File: src/rtl/slv_timer.sv
`default_nettype none
// ============================================================================
//  Module   : slv_timer
//  Brief    : Bus-slave 8-bit prescaled down-counter timer with one-shot or
//             periodic reload, sticky timeout flag and level interrupt.
//             Optional PWM output and CMP register enabled by SLV_TIMER_PWM_EN.
//  Revision : 1.0 - initial release
// ============================================================================
module slv_timer #(
  parameter logic [7:0] BASEADDR = 8'hE0
) (
  input  logic       clk,
  input  logic       rst,
  input  logic [7:0] s_mst2slv_addr,
  input  logic       s_mst2slv_wr,
  input  logic       s_mst2slv_rd,
  input  logic [7:0] s_mst2slv_data,
  output logic [7:0] s_slv2mst_data,
  output logic       irq
`ifdef SLV_TIMER_PWM_EN
  ,
  output logic       pwm_out
`endif
);

  localparam logic [1:0] C_OFF_TR  = 2'd0;
  localparam logic [1:0] C_OFF_TC  = 2'd1;
  localparam logic [1:0] C_OFF_TS  = 2'd2;
  localparam logic [1:0] C_OFF_CMP = 2'd3;

  logic        w_sel;
  logic        w_wr_tr;
  logic        w_wr_tc;
  logic        w_rd_ts;
  logic        w_tick;
  logic        w_term;
  logic [15:0] w_dmax;

  logic [7:0]  r_cnt;
  logic [7:0]  r_reload;
  logic        r_en;
  logic        r_rep;
  logic        r_ie;
  logic [2:0]  r_ps;
  logic        r_tout;
  logic [15:0] r_pcnt;

  assign w_sel   = (s_mst2slv_addr[7:2] == BASEADDR[7:2]);
  assign w_wr_tr = s_mst2slv_wr & w_sel & (s_mst2slv_addr[1:0] == C_OFF_TR);
  assign w_wr_tc = s_mst2slv_wr & w_sel & (s_mst2slv_addr[1:0] == C_OFF_TC);
  assign w_rd_ts = s_mst2slv_rd & w_sel & (s_mst2slv_addr[1:0] == C_OFF_TS);

  always_comb begin
    w_dmax = 16'd0;
    case (r_ps)
      3'd0:    w_dmax = 16'd0;
      3'd1:    w_dmax = 16'd15;
      3'd2:    w_dmax = 16'd63;
      3'd3:    w_dmax = 16'd255;
      3'd4:    w_dmax = 16'd1023;
      3'd5:    w_dmax = 16'd4095;
      3'd6:    w_dmax = 16'd16383;
      default: w_dmax = 16'd65535;
    endcase
  end

  assign w_tick = r_en & (r_pcnt == w_dmax);
  // A TR write on the same edge discards the tick entirely, including its timeout.
  assign w_term = w_tick & (r_cnt == 8'd0) & ~w_wr_tr;

  always_ff @(posedge clk or negedge rst) begin
    if (!rst) begin
      r_pcnt <= 16'd0;
    end else if (w_wr_tr) begin
      r_pcnt <= 16'd0;
    end else if (w_wr_tc && ((s_mst2slv_data[6:4] != r_ps) || (s_mst2slv_data[0] && !r_en))) begin
      r_pcnt <= 16'd0;
    end else if (!r_en || w_tick) begin
      r_pcnt <= 16'd0;
    end else begin
      r_pcnt <= r_pcnt + 16'd1;
    end
  end

  always_ff @(posedge clk or negedge rst) begin
    if (!rst) begin
      r_cnt    <= 8'd0;
      r_reload <= 8'd0;
    end else if (w_wr_tr) begin
      r_cnt    <= s_mst2slv_data;
      r_reload <= s_mst2slv_data;
    end else if (w_tick) begin
      r_cnt <= (r_cnt == 8'd0) ? r_reload : (r_cnt - 8'd1);
    end
  end

  // A TC write takes precedence over the one-shot auto-disable.
  always_ff @(posedge clk or negedge rst) begin
    if (!rst) begin
      r_en  <= 1'b0;
      r_rep <= 1'b0;
      r_ie  <= 1'b0;
      r_ps  <= 3'd0;
    end else if (w_wr_tc) begin
      r_en  <= s_mst2slv_data[0];
      r_rep <= s_mst2slv_data[1];
      r_ie  <= s_mst2slv_data[2];
      r_ps  <= s_mst2slv_data[6:4];
    end else if (w_term && !r_rep) begin
      r_en <= 1'b0;
    end
  end

  always_ff @(posedge clk or negedge rst) begin
    if (!rst) begin
      r_tout <= 1'b0;
    end else if (w_term) begin
      r_tout <= 1'b1;
    end else if (w_rd_ts) begin
      r_tout <= 1'b0;
    end
  end

  assign irq = r_tout & r_ie;

`ifdef SLV_TIMER_PWM_EN
  logic       w_wr_cmp;
  logic [7:0] r_cmp;
  logic       r_pwm;

  assign w_wr_cmp = s_mst2slv_wr & w_sel & (s_mst2slv_addr[1:0] == C_OFF_CMP);

  always_ff @(posedge clk or negedge rst) begin
    if (!rst) begin
      r_cmp <= 8'd0;
      r_pwm <= 1'b0;
    end else begin
      if (w_wr_cmp) begin
        r_cmp <= s_mst2slv_data;
      end
      r_pwm <= r_en & (r_cnt < r_cmp);
    end
  end

  assign pwm_out = r_pwm;
`endif

  always_comb begin
    s_slv2mst_data = 8'd0;
    if (s_mst2slv_rd && w_sel) begin
      case (s_mst2slv_addr[1:0])
        C_OFF_TR: s_slv2mst_data = r_cnt;
        C_OFF_TC: s_slv2mst_data = {1'b0, r_ps, 1'b0, r_ie, r_rep, r_en};
        C_OFF_TS: s_slv2mst_data = {r_tout, 6'd0, r_en};
`ifdef SLV_TIMER_PWM_EN
        default:  s_slv2mst_data = r_cmp;
`else
        default:  s_slv2mst_data = 8'd0;
`endif
      endcase
    end
  end

endmodule
`default_nettype wire

File: config.mk
export PLATFORM = sky130hd
export DESIGN_NAME = slv_timer
export DESIGN_NICKNAME = d
export VERILOG_FILES = /design/src/rtl/slv_timer.sv
export SDC_FILE = /design/constraint.sdc
export NUM_CORES = 1
export LEC_CHECK = 0
export ABC_AREA = 1
export CAP_MARGIN = 20
export CORE_ASPECT_RATIO = 0.8
export CORE_MARGIN = 4
export CORE_UTILIZATION = 61
export DETAILED_ROUTE_END_ITERATION = 7
export PLACE_DENSITY = 0.9
export SYNTH_ARGS = -nofsm -noshare
export SYNTH_HDL_FRONTEND = slang
export SYNTH_SLANG_ARGS = --single-unit
File: constraint.sdc
create_clock -name clk -period 2.9 [get_ports clk]
set_input_delay 0.58 -clock clk [delete_from_list [all_inputs] [get_ports clk]]
set_output_delay 0.58 -clock clk [all_outputs]
set_load 0.02 [all_outputs]
==> metrics.txt, run 1 <==
number of global-route vias before repair 2397; Iter 0 DRT Violations 350; TritonRoute pass-1 iters 5; routability cong. 0.9479; Mapped Area 2684 µm²; diodes inserted 0; later-pin clock latency in the skew report 0.29 ns; fin crit period 2.669 ns; crit path capture s_slv2mst_data[7]; worst hold slack 0.4054 ns; worst-case clock buffer depth 2; initial antenna violation count 0; pwr dens 404.0 nW/µm²; die height 67.33 µm; Crit path arrival time 2.09 ns; Mapped Avg Cell Area 7.157 µm²; most frequent cells in the layout 118 x nand2_1, 41 x inv_1, 39 x nor2_1, 39 x dfrtp_1, 27 x nand3_1; CP Buf/Inv Count 2; Core ar. 4204 µm²; DRC Markers 0; largest net degree at the start of global routing 40; Final ANT Viol Nets 0; main combinational cell family by area after synthesis simple AND/OR/NAND/NOR gates; clock root cell clkbuf_8; worst-case reg-to-reg path depth 11; Max-slew headroom 0.4111; row count 21; fmax 374.6 MHz; overall via count from detail_route 2592; Post-Synth Simple-Gate Area 0.4117; CTS tree done; post-DR wirelength/cell 13.88 µm; Post-CTS Resized 8; CP max stage delay 0.46 ns; Final Cell Area 3152 µm²; XOR/XNOR share of the synthesized area 0.04569; reg-to-reg slack, setup 1.00 ns; Power Total 1.273 mW; post-synthesis adder-cell area fraction 0.01399; Tot GR Track Use 0.2644; Final nets 435; commonest non-fill, non-tap cell in the layout nand2_1; Die W 82.16 µm; post-synthesis cell type count 35; WS Path Type in -> out; detailed placement HPWL 4907 µm; largest fanout on the critical path 4; post-synthesis compound-gate area fraction 0.07786; post-synthesis sequential area ratio 0.3636; initial core utilization 0.6384; mux cell area share after synthesis 0; critical path depth 7; Hold Crit Class in -> async; final hold vios 0; Worst-Margin Slew 0.8834 ns; Worst Path Required 2.32 ns; Port Buffers 28; clk sink count 39; fin. max-slew vios 0; first-pass GRT wire length 11050 µm; Max-Cap Viols 0; outcome complete, no violations; Crit. Startpoint s_mst2slv_addr[6]; Die Area 5531 µm²; Setup Fix Bufs, Post-CTS 0; area post-placement 3044 µm²; FF+latch count, synth 39; RSZ-0062 raised after global routing no; Fin Clk Skew 0.003609 ns; CTS Buf Count 5; worst vdd ir 0.0003406 V; grt ovf 0; Setup crit end kind output port; final worst slack 0.2307 ns; ordered list of cells on the worst path clkdlybuf4s50_1 > nand2_1 > nor2_1 > nand3_1 > nand3b_1 > o32ai_1 > dlygate4sd2_1; setup violators final 0; I/O pin cnt 29; share of cells above drive strength 1 0.1259; Post-CTS Hold Buffers 0; fin crit share 0.9204; DP Worst Slack -0.07015 ns; Syn-to-layout area delta 17.44%; Startpoint Class input port; Largest delay share family, worst path buffers and inverters; Clock H-tree levels 2; routed vias/inst 5.515; Synthesized Nets 398; Crit-path slowest cell clkdlybuf4s50_1; r2r startpoint r_cnt[0]; clk slew on worst S/H paths 0.07 ns; worst r2r dst r_cnt[5]; Synthesis Warnings 0; FILL cells 315; leakage 1.550 nW; wirelength, routed 6522 µm; Syn Inst Count 375
==> cells in the mapped netlist <==
library cell    n  share of area
buf_4           1         0.0028
buf_2           3         0.0056
nor2_2          3         0.0070
nor2_4         13          0.055
xor2_1          7          0.023
nand3_1        27          0.050
nand3b_1        2         0.0056
buf_12          1         0.0075
inv_2           2         0.0028
o21ai_2         1         0.0033
nor2_1         39          0.055
buf_6           1         0.0042
xnor2_1         7          0.023
clkbuf_1        2         0.0028
ha_1            3          0.014
o22ai_1         2         0.0047
nand3_2         2         0.0075
or2_0           1         0.0023
nand3_4         1         0.0065
inv_1          41          0.057
a31oi_1         1         0.0023
nor3_2          1         0.0037
nor3_1          5         0.0093
o211ai_1        3         0.0084
a21oi_1         9          0.017
dfrtp_1        39           0.36
o32ai_1         1         0.0033
nand2_1       118           0.17
nand2_2         6          0.014
nor4_1          1         0.0023
nand4_1         7          0.016
o21ai_0        14          0.026
o21ai_1         7          0.013
nand2_4         3          0.013
inv_8           1         0.0042
==> sequential cells by signal, summed over array words and instances, names as in the netlist <==
signal,count
r_pcnt,16
r_ie,1
r_rep,1
r_tout,1
r_ps,3
r_en,1
r_cnt,8
r_reload,8
==> where the power goes <==
group          total, mW  switching (mW)  internal [mW]  leakage, nW
clock network      0.470           0.192          0.278       0.0612
registers          0.577          0.0173          0.560        0.528
logic              0.226           0.139         0.0872        0.961
total               1.27           0.348          0.925         1.55
==> kinds of logic after synthesis <==
kind of cell | after synthesis
buffers and inverters | 52
XOR/XNOR | 14
AO/OA/AOI/OAI | 38
adder cells (fa/ha/maj) | 3
AND/OR/NAND/NOR | 229
flip-flops | 39
==> cell type report <==
class / count / area [µm²] / share of cell area
clock inverter: 2 / 35.03 / 0.01112
clock buffer: 6 / 82.58 / 0.02620
inverter: 44 / 172.7 / 0.05478
multi-input combinational: 284 / 1474 / 0.4676
tap: 57 / 71.32 / 0.02263
timing repair buffer: 38 / 340.3 / 0.1080
sequential: 39 / 975.9 / 0.3096
==> through the flow <==
| stage | setup TNS (ns) | utilization | cells |
|---|---|---|---|
| final | 0 | 0.7497 | 470 |
| after global routing | 0 | 0.7497 | 470 |
| after CTS | 0 | 0.7497 | 470 |
| after detailed placement | -0.1893 | 0.7241 | 462 |
| after global placement | 0 | 0.7241 | 462 |
| after floorplan | 0 | - | 375 |
==> how the worst min path moves through the flow <==
| stage | from | endpoint | slack, ns | cells after the start |
|---|---|---|---|---|
| floorplan | rst | r_cnt[0] | 0.28 | 0 |
| global placement | r_reload[3] | r_reload[3] | 0.46 | 2 |
| detailed placement | r_reload[3] | r_reload[3] | 0.47 | 2 |
| CTS | rst | r_pcnt[4] | 0.42 | 1 |
| global route | rst | r_pcnt[4] | 0.48 | 1 |
| finish | rst | r_pcnt[11] | 0.41 | 1 |
==> layer usage <==
| layer | vias up | wire, µm | global-route usage |
|---|---|---|---|
| met4 | 0 | 114 | 0.08091 |
| met1 | 1161 | 2957 | 0.3956 |
| met3 | 16 | 726 | 0.05333 |
| li1 | 1262 | - | - |
| met2 | 153 | 2724 | 0.3841 |
| met5 | - | 0 | 0 |
Power figures use the tool's default switching activity.
==> run 2, diff against run 1 <==
Settings changed: REMOVE_ABC_BUFFERS set to 1.
==> metrics.txt, run 2 (synthesized netlist as in run 1, its figures left out) <==
Fin Clk Skew 0.007866 ns (was 0.003609 ns); outcome complete, no violations (unchanged); Setup crit end kind output port (unchanged); fin. max-slew vios 0 (unchanged); clk sink count 39 (unchanged); CTS Buf Count 5 (unchanged); Die W 82.16 µm (unchanged); Power Total 1.244 mW (was 1.273 mW); commonest non-fill, non-tap cell in the layout nand2_1 (unchanged); worst-case reg-to-reg path depth 12 (was 11); wirelength, routed 6073 µm (was 6522 µm); Iter 0 DRT Violations 263 (was 350); reg-to-reg slack, setup 0.97 ns (was 1.00 ns); number of global-route vias before repair 2262 (was 2397); largest registers r_pcnt: 16 flops, r_cnt: 8 flops, r_reload: 8 flops (unchanged); initial core utilization 0.6384 (unchanged); share of cells above drive strength 1 0.1238 (was 0.1259); Crit-path slowest cell clkdlybuf4s50_1 (unchanged); largest fanout on the critical path 4 (unchanged); worst vdd ir 0.0003127 V (was 0.0003406 V); Tot GR Track Use 0.2474 (was 0.2644); DRC Markers 0 (unchanged); fmax 367.2 MHz (was 374.6 MHz); most frequent cells in the layout 118 x nand2_1, 41 x inv_1, 39 x nor2_1, 39 x dfrtp_1, 27 x nand3_1 (unchanged); Crit path arrival time 2.14 ns (was 2.09 ns); critical path depth 7 (unchanged); Core ar. 4204 µm² (unchanged); combinational share of power 0.175 (was 0.178); detailed placement HPWL 4733 µm (was 4907 µm); leakage 1.542 nW (was 1.550 nW); worst r2r dst r_cnt[3] (was r_cnt[5]); met1 wire length 2879 µm (was 2957 µm); TritonRoute pass-1 iters 5 (unchanged); Clock H-tree levels 2 (unchanged); clock root cell clkbuf_8 (unchanged); I/O pin cnt 29 (unchanged); final hold vios 0 (unchanged); grt ovf 0 (unchanged); overall via count from detail_route 2513 (was 2592); pwr dens 396.2 nW/µm² (was 404.0 nW/µm²); Setup Fix Bufs, Post-CTS 0 (unchanged); Hold Crit Class in -> async (unchanged); max reg flops 16 (unchanged); Port Buffers 28 (unchanged); row count 21 (unchanged); NetSw 0.3430 mW (was 0.3480 mW); CP Buf/Inv Count 2 (unchanged); Final ANT Viol Nets 0 (unchanged); ordered list of cells on the worst path clkdlybuf4s50_1 > nand2_1 > nor2_1 > nand3_1 > nand3b_1 > o32ai_1 > dlygate4sd2_1 (unchanged); r2r startpoint r_cnt[0] (unchanged); later-pin clock latency in the skew report 0.29 ns (about the same); Most flops, register r_pcnt (unchanged); CP max stage delay 0.45 ns (was 0.46 ns); routed vias/inst 5.358 (was 5.515); first-pass GRT wire length 10470 µm (was 11050 µm); largest net degree at the start of global routing 40 (unchanged); crit path capture s_slv2mst_data[7] (unchanged); Met3 Routed Length 524 µm (was 726 µm); Worst-Margin Slew 0.8622 ns (was 0.8834 ns); clk slew on worst S/H paths 0.08 ns (was 0.07 ns); Largest delay share family, worst path buffers and inverters (unchanged); Max-Cap Viols 0 (unchanged); Startpoint Class input port (unchanged); clock power share 0.359 (was 0.369); post-DR wirelength/cell 12.95 µm (was 13.88 µm); sw frac 0.2758 (was 0.2733); Finished Layout Cells 469 (was 470); Syn-to-layout area delta 16.97% (was 17.44%); WS Path Type in -> out (unchanged); worst-case clock buffer depth 2 (unchanged); Die Area 5531 µm² (unchanged); RSZ-0062 raised after global routing no (unchanged); placed cells 461 (was 462); setup violators final 0 (unchanged); Max-slew headroom 0.4252 (was 0.4111); die height 67.33 µm (unchanged); fin crit share 0.9391 (was 0.9204); Worst Path Required 2.32 ns (about the same); initial antenna violation count 0 (unchanged); Top Layer Used met4 (unchanged); routability cong. 1.016 (was 0.9479); WL met2 2636 µm (was 2724 µm); CTS tree done (unchanged); diodes inserted 0 (unchanged); part of the power in registers 0.466 (was 0.453); internal power 0.9009 mW (was 0.9253 mW); Final nets 434 (was 435); Crit. Startpoint s_mst2slv_addr[6] (unchanged); fin crit period 2.723 ns (was 2.669 ns); Final TNS setup 0 ns (unchanged)
==> run 2: metrics by stage <==
| stage | utilization | setup WS [ns] | cell area [µm²] | hold slack (ns) |
|---|---|---|---|---|
| 6_report | 0.7467 | 0.1765 | 3139 | 0.4010 |
| 5_1_grt | 0.7467 | 0.04448 | 3139 | 0.4561 |
| 4_1_cts | 0.7467 | 0.1739 | 3139 | 0.4260 |
| 3_5_place_dp | 0.7223 | -0.1031 | 3037 | 0.4830 |
| 3_3_place_gp | 0.7223 | -0.03514 | 3037 | 0.4588 |
| 2_1_floorplan | - | 0.4909 | 2623 | 0.2844 |
==> run 2: power groups by stage <==
stage	logic [mW]	registers (mW)	clock network, mW
global placement	0.207	0.589	0
detailed placement	0.214	0.590	0
CTS	0.217	0.579	0.454
finish	0.218	0.580	0.446
global route	0.249	0.583	0.485
floorplan	0.139	0.585	0
==> run 2: worst min-delay path by stage <==
stage | startpoint | end | slack [ns] | cells after the start
6_report | rst | r_pcnt[13] | 0.40 | 1
5_1_grt | rst | r_pcnt[5] | 0.46 | 1
3_5_place_dp | r_reload[2] | r_reload[2] | 0.48 | 2
3_3_place_gp | r_reload[3] | r_reload[3] | 0.46 | 2
2_1_floorplan | rst | r_cnt[0] | 0.28 | 0
4_1_cts | rst | r_pcnt[11] | 0.43 | 1
==> run 2: area by class of cell <==
type / count / area [µm²]
Clock buffer: 5 / 68.82
Inverter: 44 / 172.7
Sequential cell: 39 / 975.9
Timing Repair Buffer: 37 / 332.8
Fill cell: 348 / 1065
Clock inverter: 3 / 43.79
Tap cell: 57 / 71.32
Multi-Input combinational cell: 284 / 1474
==> run 2: timing repair <==
item                                    4_1_cts  5_1_grt
hold buffers                                  0        0
endpoints found under the setup margin        8        0
gates resized for setup                       8        0
==> run 2: metal layers <==
layer	up-vias	GRT usage
met1	1145	0.3696
met4	0	0.04357
met2	107	0.3629
met3	2	0.06533
met5	-	0
li1	1259	-
==> run 3, diff against run 2 <==
Settings changed: SLEW_MARGIN set to 10.
==> results of run 3 <==
Final layout, timing and power as in run 2 (identical DEF).
